File: src/rtl/tour_pkg.sv
// tour_pkg: move encodings, knight offsets and solver states
// shared by the knight's-tour solver, its move generator and interface.
package tour_pkg;

    localparam int XY_W = 3;

    localparam logic [7:0] MV_0 = 8'h01;
    localparam logic [7:0] MV_1 = 8'h02;
    localparam logic [7:0] MV_2 = 8'h04;
    localparam logic [7:0] MV_3 = 8'h08;
    localparam logic [7:0] MV_4 = 8'h10;
    localparam logic [7:0] MV_5 = 8'h20;
    localparam logic [7:0] MV_6 = 8'h40;
    localparam logic [7:0] MV_7 = 8'h80;

    typedef enum logic [2:0] {
        IDLE, INIT, POSS, TRY, BACK, DONE, FAIL
    } state_t;

    function automatic logic signed [XY_W:0] off_x(
        input logic [7:0] mv
    );
        case (mv)
            MV_0:    off_x = 4'sd1;
            MV_1:    off_x = -4'sd1;
            MV_2:    off_x = -4'sd2;
            MV_3:    off_x = -4'sd2;
            MV_4:    off_x = -4'sd1;
            MV_5:    off_x = 4'sd1;
            MV_6:    off_x = 4'sd2;
            MV_7:    off_x = 4'sd2;
            default: off_x = 4'sd0;
        endcase
    endfunction

    function automatic logic signed [XY_W:0] off_y(
        input logic [7:0] mv
    );
        case (mv)
            MV_0:    off_y = 4'sd2;
            MV_1:    off_y = 4'sd2;
            MV_2:    off_y = 4'sd1;
            MV_3:    off_y = -4'sd1;
            MV_4:    off_y = -4'sd2;
            MV_5:    off_y = -4'sd2;
            MV_6:    off_y = -4'sd1;
            MV_7:    off_y = 4'sd1;
            default: off_y = 4'sd0;
        endcase
    endfunction

endpackage

File: src/rtl/tour_solver_param_if.sv
// tour_solver_param_if: command/readout bundle of the solver.
// master = command processor / replayer side, slave = solver.
interface tour_solver_param_if #(
    parameter int BOARD_DIM = 5
);
    import tour_pkg::*;

    localparam int NUM_MOVES = BOARD_DIM * BOARD_DIM - 1;
    localparam int IDX_W     = $clog2(NUM_MOVES);

    logic            go;
    logic            abort;
    logic [XY_W-1:0] x_start;
    logic [XY_W-1:0] y_start;
    logic [IDX_W-1:0] indx;
    logic [7:0]      move;
    logic            done;
    logic            fail;
    logic            busy;
    logic [IDX_W:0]  move_num;

    modport master (
        output go, abort, x_start, y_start, indx,
        input  move, done, fail, busy, move_num
    );

    modport slave (
        input  go, abort, x_start, y_start, indx,
        output move, done, fail, busy, move_num
    );

endinterface

File: src/rtl/tour_move_gen.sv
// tour_move_gen: knight-move geometry from (xx,yy); gives the 8-bit
// in-bounds mask and the target square of the one-hot move try_mv.
module tour_move_gen
    import tour_pkg::*;
#(
    parameter int BOARD_DIM = 5
) (
    input  logic [XY_W-1:0] xx,
    input  logic [XY_W-1:0] yy,
    input  logic [7:0]      try_mv,
    output logic [7:0]      mask,
    output logic [XY_W-1:0] tx,
    output logic [XY_W-1:0] ty,
    output logic            t_in
);

    localparam logic [XY_W-1:0] MAXC = XY_W'(BOARD_DIM - 1);

    // Sums wrap in XY_W+1 bits; any wrap lands negative, never legal.
    function automatic logic in_rng(
        input logic signed [XY_W:0] c
    );
        in_rng = !c[XY_W] && (c[XY_W-1:0] <= MAXC);
    endfunction

    logic signed [XY_W:0] sx, sy, nx, ny;
    logic [7:0] mv_k;

    assign sx = $signed({1'b0, xx});
    assign sy = $signed({1'b0, yy});

    always_comb begin
        mask = '0;
        mv_k = '0;
        for (int k = 0; k < 8; k++) begin
            mv_k    = 8'h01 << k;
            mask[k] = in_rng(sx + off_x(mv_k))
                   && in_rng(sy + off_y(mv_k));
        end
    end

    assign nx   = sx + off_x(try_mv);
    assign ny   = sy + off_y(try_mv);
    assign tx   = nx[XY_W-1:0];
    assign ty   = ny[XY_W-1:0];
    assign t_in = in_rng(nx) && in_rng(ny);

endmodule

File: src/rtl/tour_solver_param.sv
// tour_solver_param: DFS knight's-tour solver with backtracking.
// Ports: clk, rst (async high), bus (go/abort/start in, move/status out).
module tour_solver_param
    import tour_pkg::*;
#(
    parameter int BOARD_DIM = 5
) (
    input logic                clk,
    input logic                rst,
    tour_solver_param_if.slave bus
);

    localparam int NUM_MOVES = BOARD_DIM * BOARD_DIM - 1;
    localparam int IDX_W     = $clog2(NUM_MOVES);
    localparam int NSQ       = BOARD_DIM * BOARD_DIM;
    localparam int SQ_W      = $clog2(NSQ);

    localparam logic [IDX_W:0]  LAST  = (IDX_W+1)'(NUM_MOVES - 1);
    localparam logic [IDX_W:0]  NM    = (IDX_W+1)'(NUM_MOVES);
    localparam logic [IDX_W:0]  ONE_M = (IDX_W+1)'(1);
    localparam logic [XY_W:0]   DIM4  = (XY_W+1)'(BOARD_DIM);
    localparam logic [NSQ-1:0]  VIS1  = NSQ'(1);

    function automatic logic [SQ_W-1:0] sq(
        input logic [XY_W-1:0] x,
        input logic [XY_W-1:0] y
    );
        sq = SQ_W'(int'(y) * BOARD_DIM + int'(x));
    endfunction

    state_t          st;
    logic [NSQ-1:0]  vis;
    logic [7:0]      poss    [NUM_MOVES];
    logic [7:0]      last_mv [NUM_MOVES];
    logic [XY_W-1:0] xx, yy;
    logic [7:0]      try_q;
    logic [IDX_W:0]  mnum;
    logic            done_q, fail_q;

    logic [IDX_W-1:0] mi, mb;
    logic [7:0]       mask, lm;
    logic [XY_W-1:0]  tx, ty;
    logic             t_in, cand_ok, bad_start;
    logic signed [XY_W:0] ux, uy;

    tour_move_gen #(.BOARD_DIM(BOARD_DIM)) u_gen (
        .xx     (xx),
        .yy     (yy),
        .try_mv (try_q),
        .mask   (mask),
        .tx     (tx),
        .ty     (ty),
        .t_in   (t_in)
    );

    assign mi = mnum[IDX_W-1:0];
    assign mb = mi - IDX_W'(1);
    assign lm = last_mv[mb];

    // Step back along the move taken into the current square.
    assign ux = $signed({1'b0, xx}) - off_x(lm);
    assign uy = $signed({1'b0, yy}) - off_y(lm);

    assign cand_ok = t_in && |(try_q & poss[mi])
                  && !vis[sq(tx, ty)];

    assign bad_start = ({1'b0, bus.x_start} >= DIM4)
                    || ({1'b0, bus.y_start} >= DIM4);

    always_ff @(posedge clk or posedge rst) begin
        if (rst) begin
            st     <= IDLE;
            vis    <= '0;
            xx     <= '0;
            yy     <= '0;
            try_q  <= MV_0;
            mnum   <= '0;
            done_q <= 1'b0;
            fail_q <= 1'b0;
            for (int i = 0; i < NUM_MOVES; i++) begin
                poss[i]    <= '0;
                last_mv[i] <= '0;
            end
        end else begin
            done_q <= 1'b0;
            fail_q <= 1'b0;
            if (bus.abort && st != IDLE) begin
                st <= IDLE;
            end else begin
                unique case (st)
                    IDLE: if (bus.go) begin
                        if (bad_start) begin
                            fail_q <= 1'b1;
                        end else begin
                            xx <= bus.x_start;
                            yy <= bus.y_start;
                            st <= INIT;
                        end
                    end
                    INIT: begin
                        vis  <= VIS1 << sq(xx, yy);
                        mnum <= '0;
                        st   <= POSS;
                    end
                    POSS: begin
                        poss[mi] <= mask;
                        try_q    <= MV_0;
                        st       <= TRY;
                    end
                    TRY: begin
                        if (cand_ok) begin
                            last_mv[mi]      <= try_q;
                            vis[sq(tx, ty)]  <= 1'b1;
                            xx               <= tx;
                            yy               <= ty;
                            mnum             <= mnum + ONE_M;
                            if (mnum == LAST) begin
                                done_q <= 1'b1;
                                st     <= DONE;
                            end else begin
                                st <= POSS;
                            end
                        end else if (try_q[7]) begin
                            st <= BACK;
                        end else begin
                            try_q <= try_q << 1;
                        end
                    end
                    BACK: begin
                        if (mnum == '0) begin
                            fail_q <= 1'b1;
                            st     <= FAIL;
                        end else begin
                            vis[sq(xx, yy)] <= 1'b0;
                            xx   <= ux[XY_W-1:0];
                            yy   <= uy[XY_W-1:0];
                            mnum <= mnum - ONE_M;
                            // Undoing b7 exhausts that depth too.
                            if (!lm[7]) begin
                                try_q <= lm << 1;
                                st    <= TRY;
                            end
                        end
                    end
                    DONE:    st <= IDLE;
                    FAIL:    st <= IDLE;
                    default: st <= IDLE;
                endcase
            end
        end
    end

    assign bus.done     = done_q;
    assign bus.fail     = fail_q;
    assign bus.busy     = (st != IDLE);
    assign bus.move_num = mnum;
    assign bus.move     = ({1'b0, bus.indx} < NM)
                        ? last_mv[bus.indx] : 8'h00;

endmodule

File: src/flat_wrapper.sv
// flat-port wrapper written by rule: the top's interface ports become plain ports
module tour_solver_param_flat import tour_pkg::*;
#(
    parameter int BOARD_DIM = 5
)
  (clk, rst, bus_go, bus_abort, bus_x_start, bus_y_start, bus_indx, bus_move, bus_done, bus_fail, bus_busy, bus_move_num);
  tour_solver_param_if #(.BOARD_DIM(BOARD_DIM)) bus_i ();
  input logic clk;
  input logic rst;
  input wire logic [$bits(bus_i.go)-1:0] bus_go;
  input wire logic [$bits(bus_i.abort)-1:0] bus_abort;
  input wire logic [$bits(bus_i.x_start)-1:0] bus_x_start;
  input wire logic [$bits(bus_i.y_start)-1:0] bus_y_start;
  input wire logic [$bits(bus_i.indx)-1:0] bus_indx;
  output wire logic [$bits(bus_i.move)-1:0] bus_move;
  output wire logic [$bits(bus_i.done)-1:0] bus_done;
  output wire logic [$bits(bus_i.fail)-1:0] bus_fail;
  output wire logic [$bits(bus_i.busy)-1:0] bus_busy;
  output wire logic [$bits(bus_i.move_num)-1:0] bus_move_num;
  assign bus_i.go = bus_go;
  assign bus_i.abort = bus_abort;
  assign bus_i.x_start = bus_x_start;
  assign bus_i.y_start = bus_y_start;
  assign bus_i.indx = bus_indx;
  assign bus_move = bus_i.move;
  assign bus_done = bus_i.done;
  assign bus_fail = bus_i.fail;
  assign bus_busy = bus_i.busy;
  assign bus_move_num = bus_i.move_num;
  tour_solver_param #(.BOARD_DIM(BOARD_DIM)) u_core (.clk(clk), .rst(rst), .bus(bus_i));
endmodule
File: config.mk
export PLATFORM = sky130hd
export DESIGN_NAME = tour_solver_param_flat
export DESIGN_NICKNAME = d
export VERILOG_FILES = /design/src/rtl/tour_pkg.sv /design/src/rtl/tour_solver_param_if.sv /design/src/rtl/tour_move_gen.sv /design/src/rtl/tour_solver_param.sv /design/src/flat_wrapper.sv
export SDC_FILE = /design/constraint.sdc
export NUM_CORES = 1
export LEC_CHECK = 0
export ABC_AREA = 0
export BUFFER_PORTS_ARGS = -buffer_cell sky130_fd_sc_hd__clkbuf_2
export CAP_MARGIN = 30
export CORE_MARGIN = 2
export CORE_UTILIZATION = 64
export CTS_CLUSTER_DIAMETER = 60
export DETAILED_ROUTE_END_ITERATION = 10
export PLACE_DENSITY = 0.81
export REMOVE_ABC_BUFFERS = 1
export SLEW_MARGIN = 10
export SYNTH_ARGS = -nofsm -noshare
export SYNTH_HDL_FRONTEND = slang
export SYNTH_SLANG_ARGS = --single-unit
export TNS_END_PERCENT = 10
File: constraint.sdc
create_clock -name clk -period 15.7 [get_ports clk]
set_clock_uncertainty 0.1 [all_clocks]
set_input_delay 1.57 -clock clk [delete_from_list [all_inputs] [get_ports clk]]
set_output_delay 1.57 -clock clk [all_outputs]
set_load 0.05 [all_outputs]
# Word-level counts from Yosys, hierarchy flattened
# Index checks and enable logic that the tools add are counted.
[op_classes]
n_addsub = 17
mul = 2
n_lt_le_gt_ge = 21
eq_ne = 32
shift = 1
mux = 63
bitwise_logic = 8
n_reduce_logical = 67
[ops]
columns = ["cell", "count"]
rows = [
  ["192-bit bitwise mux", 2],
  ["8-bit binary-select mux with 5-bit select", 3],
  ["8-bit two-way mux", 12],
  ["25-bit case mux with 3 select lines", 1],
  ["25-bit two-way mux", 2],
  ["3-bit two-way mux", 16],
  ["8-bit demux with 5-bit select", 1],
  ["4-bit case mux with 4 select lines", 2],
  ["2-bit OR reduction", 16],
  ["3-bit <= comparator, second input constant", 10],
  ["25-bit AND", 1],
  ["1-bit logical AND", 25],
  ["25-bit inverter", 1],
  ["25-bit OR", 1],
  ["1-bit by 5-bit << shifter with 25-bit output, first input constant", 1],
  ["3-bit case mux with 4 select lines", 2],
  ["8-bit case mux with 3 select lines", 1],
  ["6-bit greater-or-equal comparator, second input constant", 3],
  ["5-bit inverter with 6-bit output", 3],
  ["3-bit case mux with 3 select lines", 2],
  ["6-bit case mux with 3 select lines", 1],
  ["8-bit by 1-bit equality test with 1-bit output, second input constant", 2],
  ["8-bit by 2-bit equality test with 1-bit output, second input constant", 2],
  ["8-bit by 3-bit equality test with 1-bit output, second input constant", 2],
  ["50 further kinds", 99],
]
[totals]
register_bits = 434
in_bits = 15
output_inout_bits = 17
word_cells = 268

# Depth between registers and ports, before layout
[depth]
word_depth = 13
mapped_depth = 27
depth_no_buf = 23

# Hierarchy
# Synthesis repeated with hierarchy kept, for this count alone.
[unflattened]
hier_cells = 1916
hier_area_um2 = 24318.3
[by_module_without_submodules]
columns = ["module", "n_inst", "cells_per_inst", "area_each_um2", "seq_area_each_um2"]
rows = [
  ["tour_solver_param", 1, 1819, 23595.1, 10861.7],
  ["tour_move_gen", 1, 97, 723.2, 0.0],
]

# Least setup slack after synthesis
# No wires, ideal clock.
[synth_timing]
kind = "reg-to-reg"
start = "register u_core.try_q[4]"
end = "register u_core.last_mv[56] (netlist name)"
setup_ns = 0.125
arrival_ns = 5.495
required_time_ns = 15.475
path_slack_ns = 9.980
stages_incl_launch_ff = 24
path_buffers = 4
synth_period_minus_slack_ns = 5.720
cell_sequence = "dfrtp_1 clkbuf_1 clkbuf_1 xnor2_1 o21ai_0 o2111a_1 or2_2 fa_1 xor2_1 ha_1 xnor2_1 ha_1 a21o_1 a21oi_1 xnor2_1 nor2b_1 a211oi_1 and3_1 nand3_1 buf_4 nor3b_2 and3_1 buf_2 mux2_2"
[synth_via]
elab_chain_cells = 11
word_cells_on_any_way = 37
cone_classes = "add/sub: 3; mul: 1; order compare: 2; eq/ne: 8; mux: 4; bitwise: 1; reduce/logical: 18"
[synth_lines]
columns = ["element", "line", "text"]
rows = [
  ["from (decl)", "tour_solver_param.sv:36", "logic [7:0] try_q;"],
  ["from (signal assigned)", "tour_solver_param.sv:126", "try_q <= try_q << 1;"],
  ["from (signal assigned)", "tour_solver_param.sv:140", "try_q <= lm << 1;"],
  ["8-bit equality test (tied with other cells)", "tour_pkg.sv:23, tour_pkg.sv:39", ""],
  ["2-bit OR reduction (no line)", "-", ""],
  ["4-bit case mux with 4 select lines", "tour_pkg.sv:39", "case (mv)"],
  ["4-bit adder", "tour_move_gen.sv:43", "assign ny = sy + off_y(try_mv);"],
  ["3-bit by 3-bit multiplier with 5-bit output", "tour_solver_param.sv:28", "sq = SQ_W'(int'(y) * BOARD_DIM + int'(x));"],
  ["5-bit by 4-bit adder with 5-bit output", "tour_solver_param.sv:28", ""],
  ["1-bit binary-select mux with 5-bit select", "tour_solver_param.sv:65", "&& !vis[sq(tx, ty)];"],
  ["1-bit two-way mux (not written as such)", "tour_solver_param.sv:65", ""],
  ["1-bit logical NOT", "tour_solver_param.sv:65", ""],
  ["1-bit logical AND *", "tour_solver_param.sv:65", ""],
  ["3-bit AND reduction (no line) *", "-", ""],
  ["to (signal, indexed assignment)", "tour_solver_param.sv:112", "last_mv[mi] <= try_q;"],
  ["to (decl)", "tour_solver_param.sv:34", "logic [7:0] last_mv [NUM_MOVES];"],
]
# Every way passes the cells marked *; elsewhere a longest branch is shown, timed or not. The select of a mux whose other input is x is not followed.
# A chain may end at the register's enable or synchronous reset.

# Worst setup path after layout
[layout_timing]
start = "register u_core.try_q[3]"
end = "register u_core.last_mv[132] (netlist name)"
# Same word-level chain as after synthesis.

==> out/qor.txt <==
Max Slew Vio Count -> 0
Total wire length -> 65400 um
RSZ-0062 raised after global routing -> no
Cells after Synth -> 2143
Setup CP Type -> flip-flop to flip-flop
Area leader, netlist -> dfrtp_1
Pint -> 2.48 mW
Hold Path Class -> flip-flop to flip-flop
NumNets Final -> 2147
Tcrit/Tclk final -> 0.501
Peak supply drop -> 0.164 mV
I/O pin count -> 32
Top-area cell type share of the netlist area -> 0.446
Met3 WL post-DR -> 5340 um
Post-synth cell types -> 83
Worst reg2reg setup slack -> 7.84 ns
Worst-skew pair later-pin latency -> 0.60 ns
Synth top area cells -> dfrtp_1, mux4_2, mux2_2
Setup WS pre-CTS -> 8.02 ns
Largest net degree at the start of global routing -> 125
Xor/xnor cell area share of the yosys netlist -> 0.0125
Seq pwr share -> 0.297
R2R cell count -> 19
Core ar. -> 0.0375 mm2
Main combinational cell family by area after synthesis -> multiplexers
Clock power share -> 0.256
Number of remaining DRC errors -> 0
Clk buf depth -> 3
Final Hold Fails -> 0
Register bit count reported by yosys -> 434
# setup viols final -> 0
Die Wd -> 199 um
Post-synth ARST share -> 1.00
Synthesis-to-finish area growth -> 8.20%
Vias in the first global route -> 18314
Synth Flop Type -> dfrtp_1
Multiplexer share of the synthesized area -> 0.246
GRT Util Overall -> 0.343
First drt pass iteration count -> 7
Row count -> 71
Mapped Avg Cell Area -> 11.3 um2
Commonest cells in the netlist -> dfrtp_1, nand2_1, o21ai_0
Hold endpoint -> u_core.poss[108]
Max_cap viols -> 0
Dpl cells -> 2543
Startpoint types -> flip-flop
Slew @ Worst Pin -> 1.08 ns
Post-CTS Setup Inserts -> 0
WP data required -> 16.08 ns
Uppermost routed layer -> met5
Die Y -> 199 um
Initial antenna violation count -> 1
Gpl congestion -> 0.916
Layout cell share with drive strength beyond 1 -> 0.233
H-tree levels -> 2
Final worst setup slack -> 7.84 ns
Sequential element share of the synthesized area -> 0.447
Initial DRC Count -> 1763
Via-per-instance ratio -> 6.92
Met2 routed WL -> 31700 um
Final Critical Period -> 7.86 ns
Sw frac -> 0.431
EDFF count, synth -> 0
Cell depth of the worst hold path -> 2
Power Density -> 166 mW/mm2
Hold Buf Count CTS -> 0
HP Start -> u_core.poss[108]
Buffers on Ports -> 31
Global-route wire length before repair -> 104000 um
Combinational Power Share -> 0.447
Max-slew headroom -> 0.274
CTS Sinks -> 434
CP endpoint kind -> flip-flop
Post-synthesis compound-gate area fraction -> 0.119
TritonCTS clock tree -> done
F_max -> 127 MHz
Clock slew at reported path FFs -> 0.07 ns
Post-cts sizing count -> 0
R2R Path End -> u_core.last_mv[132]
Worst EP arrival -> 8.24 ns
Final ANT Viol Nets -> 0
Synthesized cell area -> 0.0243 mm2
RR Startpoint -> u_core.try_q[3]
Most frequent cell after synthesis -> dfrtp_1
Setup TNS -> 0 ns
Yosys Warn Count -> 0
Die area -> 0.0395 mm2
Avg WL per Cell -> 24.9 um
CTS Root Buffer Type -> clkbuf_16
Static Leak -> 11.6 nW
Sw Pwr -> 1.87 mW
Starting Density -> 0.647
CP max FO -> 17
Antenna cells -> 0
Outcome -> completed
Simple-gate portion of the synthesized area -> 0.106
DP HPWL -> 41900 um
Post-route insts no fill -> 2630
Vias -> 18201
CTS buffer count -> 46
GRT Residual Overflow -> 0
Synth Area in Adders -> 0.0264
Met1 WL -> 25200 um
cell families (layout without fill, tap and decap cells):
| logic type | count (synthesis) | after routing |
|---|---|---|
| buffers and inverters | 230 | 206 |
| AO/OA/AOI/OAI | 472 | 472 |
| multiplexers | 405 | 405 |
| flip-flops | 434 | 434 |
| adder cells (fa/ha/maj) | 47 | 47 |
| XOR/XNOR | 33 | 33 |
| AND/OR/NAND/NOR | 522 | 522 |
layout make-up:
cell class,count,area (um2)
Clock buffer,60,1270
Clock inverter,22,245
Fill cell,2650,11200
Inverter,59,229
Multi-Input combinational cell,1479,12400
Sequential cell,434,10900
Tap cell,511,639
Timing Repair Buffer,65,616
metal layers:
metal	up-vias	GRT usage
met2	970	0.551
met4	2	0.177
li1	7708	-
met3	225	0.0643
met1	9296	0.449
met5	-	0
worst max-delay path by stage:
stage | startpoint | endpoint | slack, ns
6_report | u_core.try_q[3] | u_core.last_mv[132] | 7.84
3_3_place_gp | u_core.try_q[3] | u_core.last_mv[65] | 8.08
3_5_place_dp | u_core.try_q[1] | u_core.last_mv[69] | 8.02
2_1_floorplan | rst | u_core.bus.done | 1.94
5_1_grt | u_core.try_q[3] | u_core.last_mv[37] | 7.57
4_1_cts | u_core.try_q[1] | u_core.last_mv[37] | 7.92
state kept, by name, summed over array words and instances, names as in the netlist:
| name | flops |
|---|---|
| u_core.xx | 3 |
| u_core.bus.fail | 1 |
| u_core.last_mv | 192 |
| u_core.vis | 25 |
| u_core.yy | 3 |
| u_core.try_q | 8 |
| u_core.st | 3 |
| u_core.poss | 192 |
| u_core.bus.done | 1 |
| u_core.bus.move_num | 6 |
per-stage QoR:
step | power [mW] | area, um2 | hold WS, ns | util
6_report | 4.35 | 26300 | 0.370 | 0.701
3_3_place_gp | 3.10 | 24400 | 0.354 | 0.652
5_1_grt | 4.57 | 26300 | 0.389 | 0.701
3_5_place_dp | 3.18 | 24600 | 0.364 | 0.657
4_1_cts | 4.29 | 26200 | 0.377 | 0.698
2_1_floorplan | 2.61 | 23400 | 0.342 | -
critical path: stages, from the launching register on:
cell,delay (ns)
dfrtp_1,0.87
buf_16,0.24
inv_2,0.08
or4_1,0.54
a211oi_2,0.28
ha_1,0.31
xor2_1,0.34
ha_1,0.32
xnor2_1,0.32
ha_1,0.29
a21o_1,0.18
a21oi_1,0.17
xnor2_1,0.22
nor2b_1,0.23
a211oi_1,0.25
and3_1,0.25
nand3_1,0.65
nor3b_1,1.13
and2_1,0.55
mux2_2,0.40
cell usage in the layout, fill, tap and decap left out, types with 8 or more instances in the layout:
cell type  synthesis  routed
a211oi_1          33      33
a21o_1            14      14
a21oi_1           61      61
a221oi_1          25      25
a22o_1             9       9
a22oi_1           18      18
and2_1            24      24
buf_16             0      10
buf_4              9      22
clkbuf_1          94       8
clkbuf_16          0      47
clkbuf_2           1      31
dfrtp_1          433     430
ha_1              40      39
inv_1             56      55
mux2_1            24      24
mux2_2           196     196
mux2i_1           58      58
mux4_1            12      12
mux4_2           114     114
nand2_1          313     313
nand2b_1          10      10
nand3_1           31      31
nand3b_1           8       8
nor2_1            43      42
nor2b_1           15      15
nor3_1            19      19
o211ai_1          10      10
o21ai_0          240     240
o22ai_1           14      14
xnor2_1           23      22
xor2_1             8       8
power groups by stage:
stage	clock, mW	sequential [mW]	combinational, mW
finish	1.11	1.29	1.94
global route	1.16	1.30	2.11
CTS	1.12	1.29	1.88
detailed placement	0	1.31	1.87
global placement	0	1.31	1.80
floorplan	0	1.29	1.32
(Power assumes the default switching activity.)
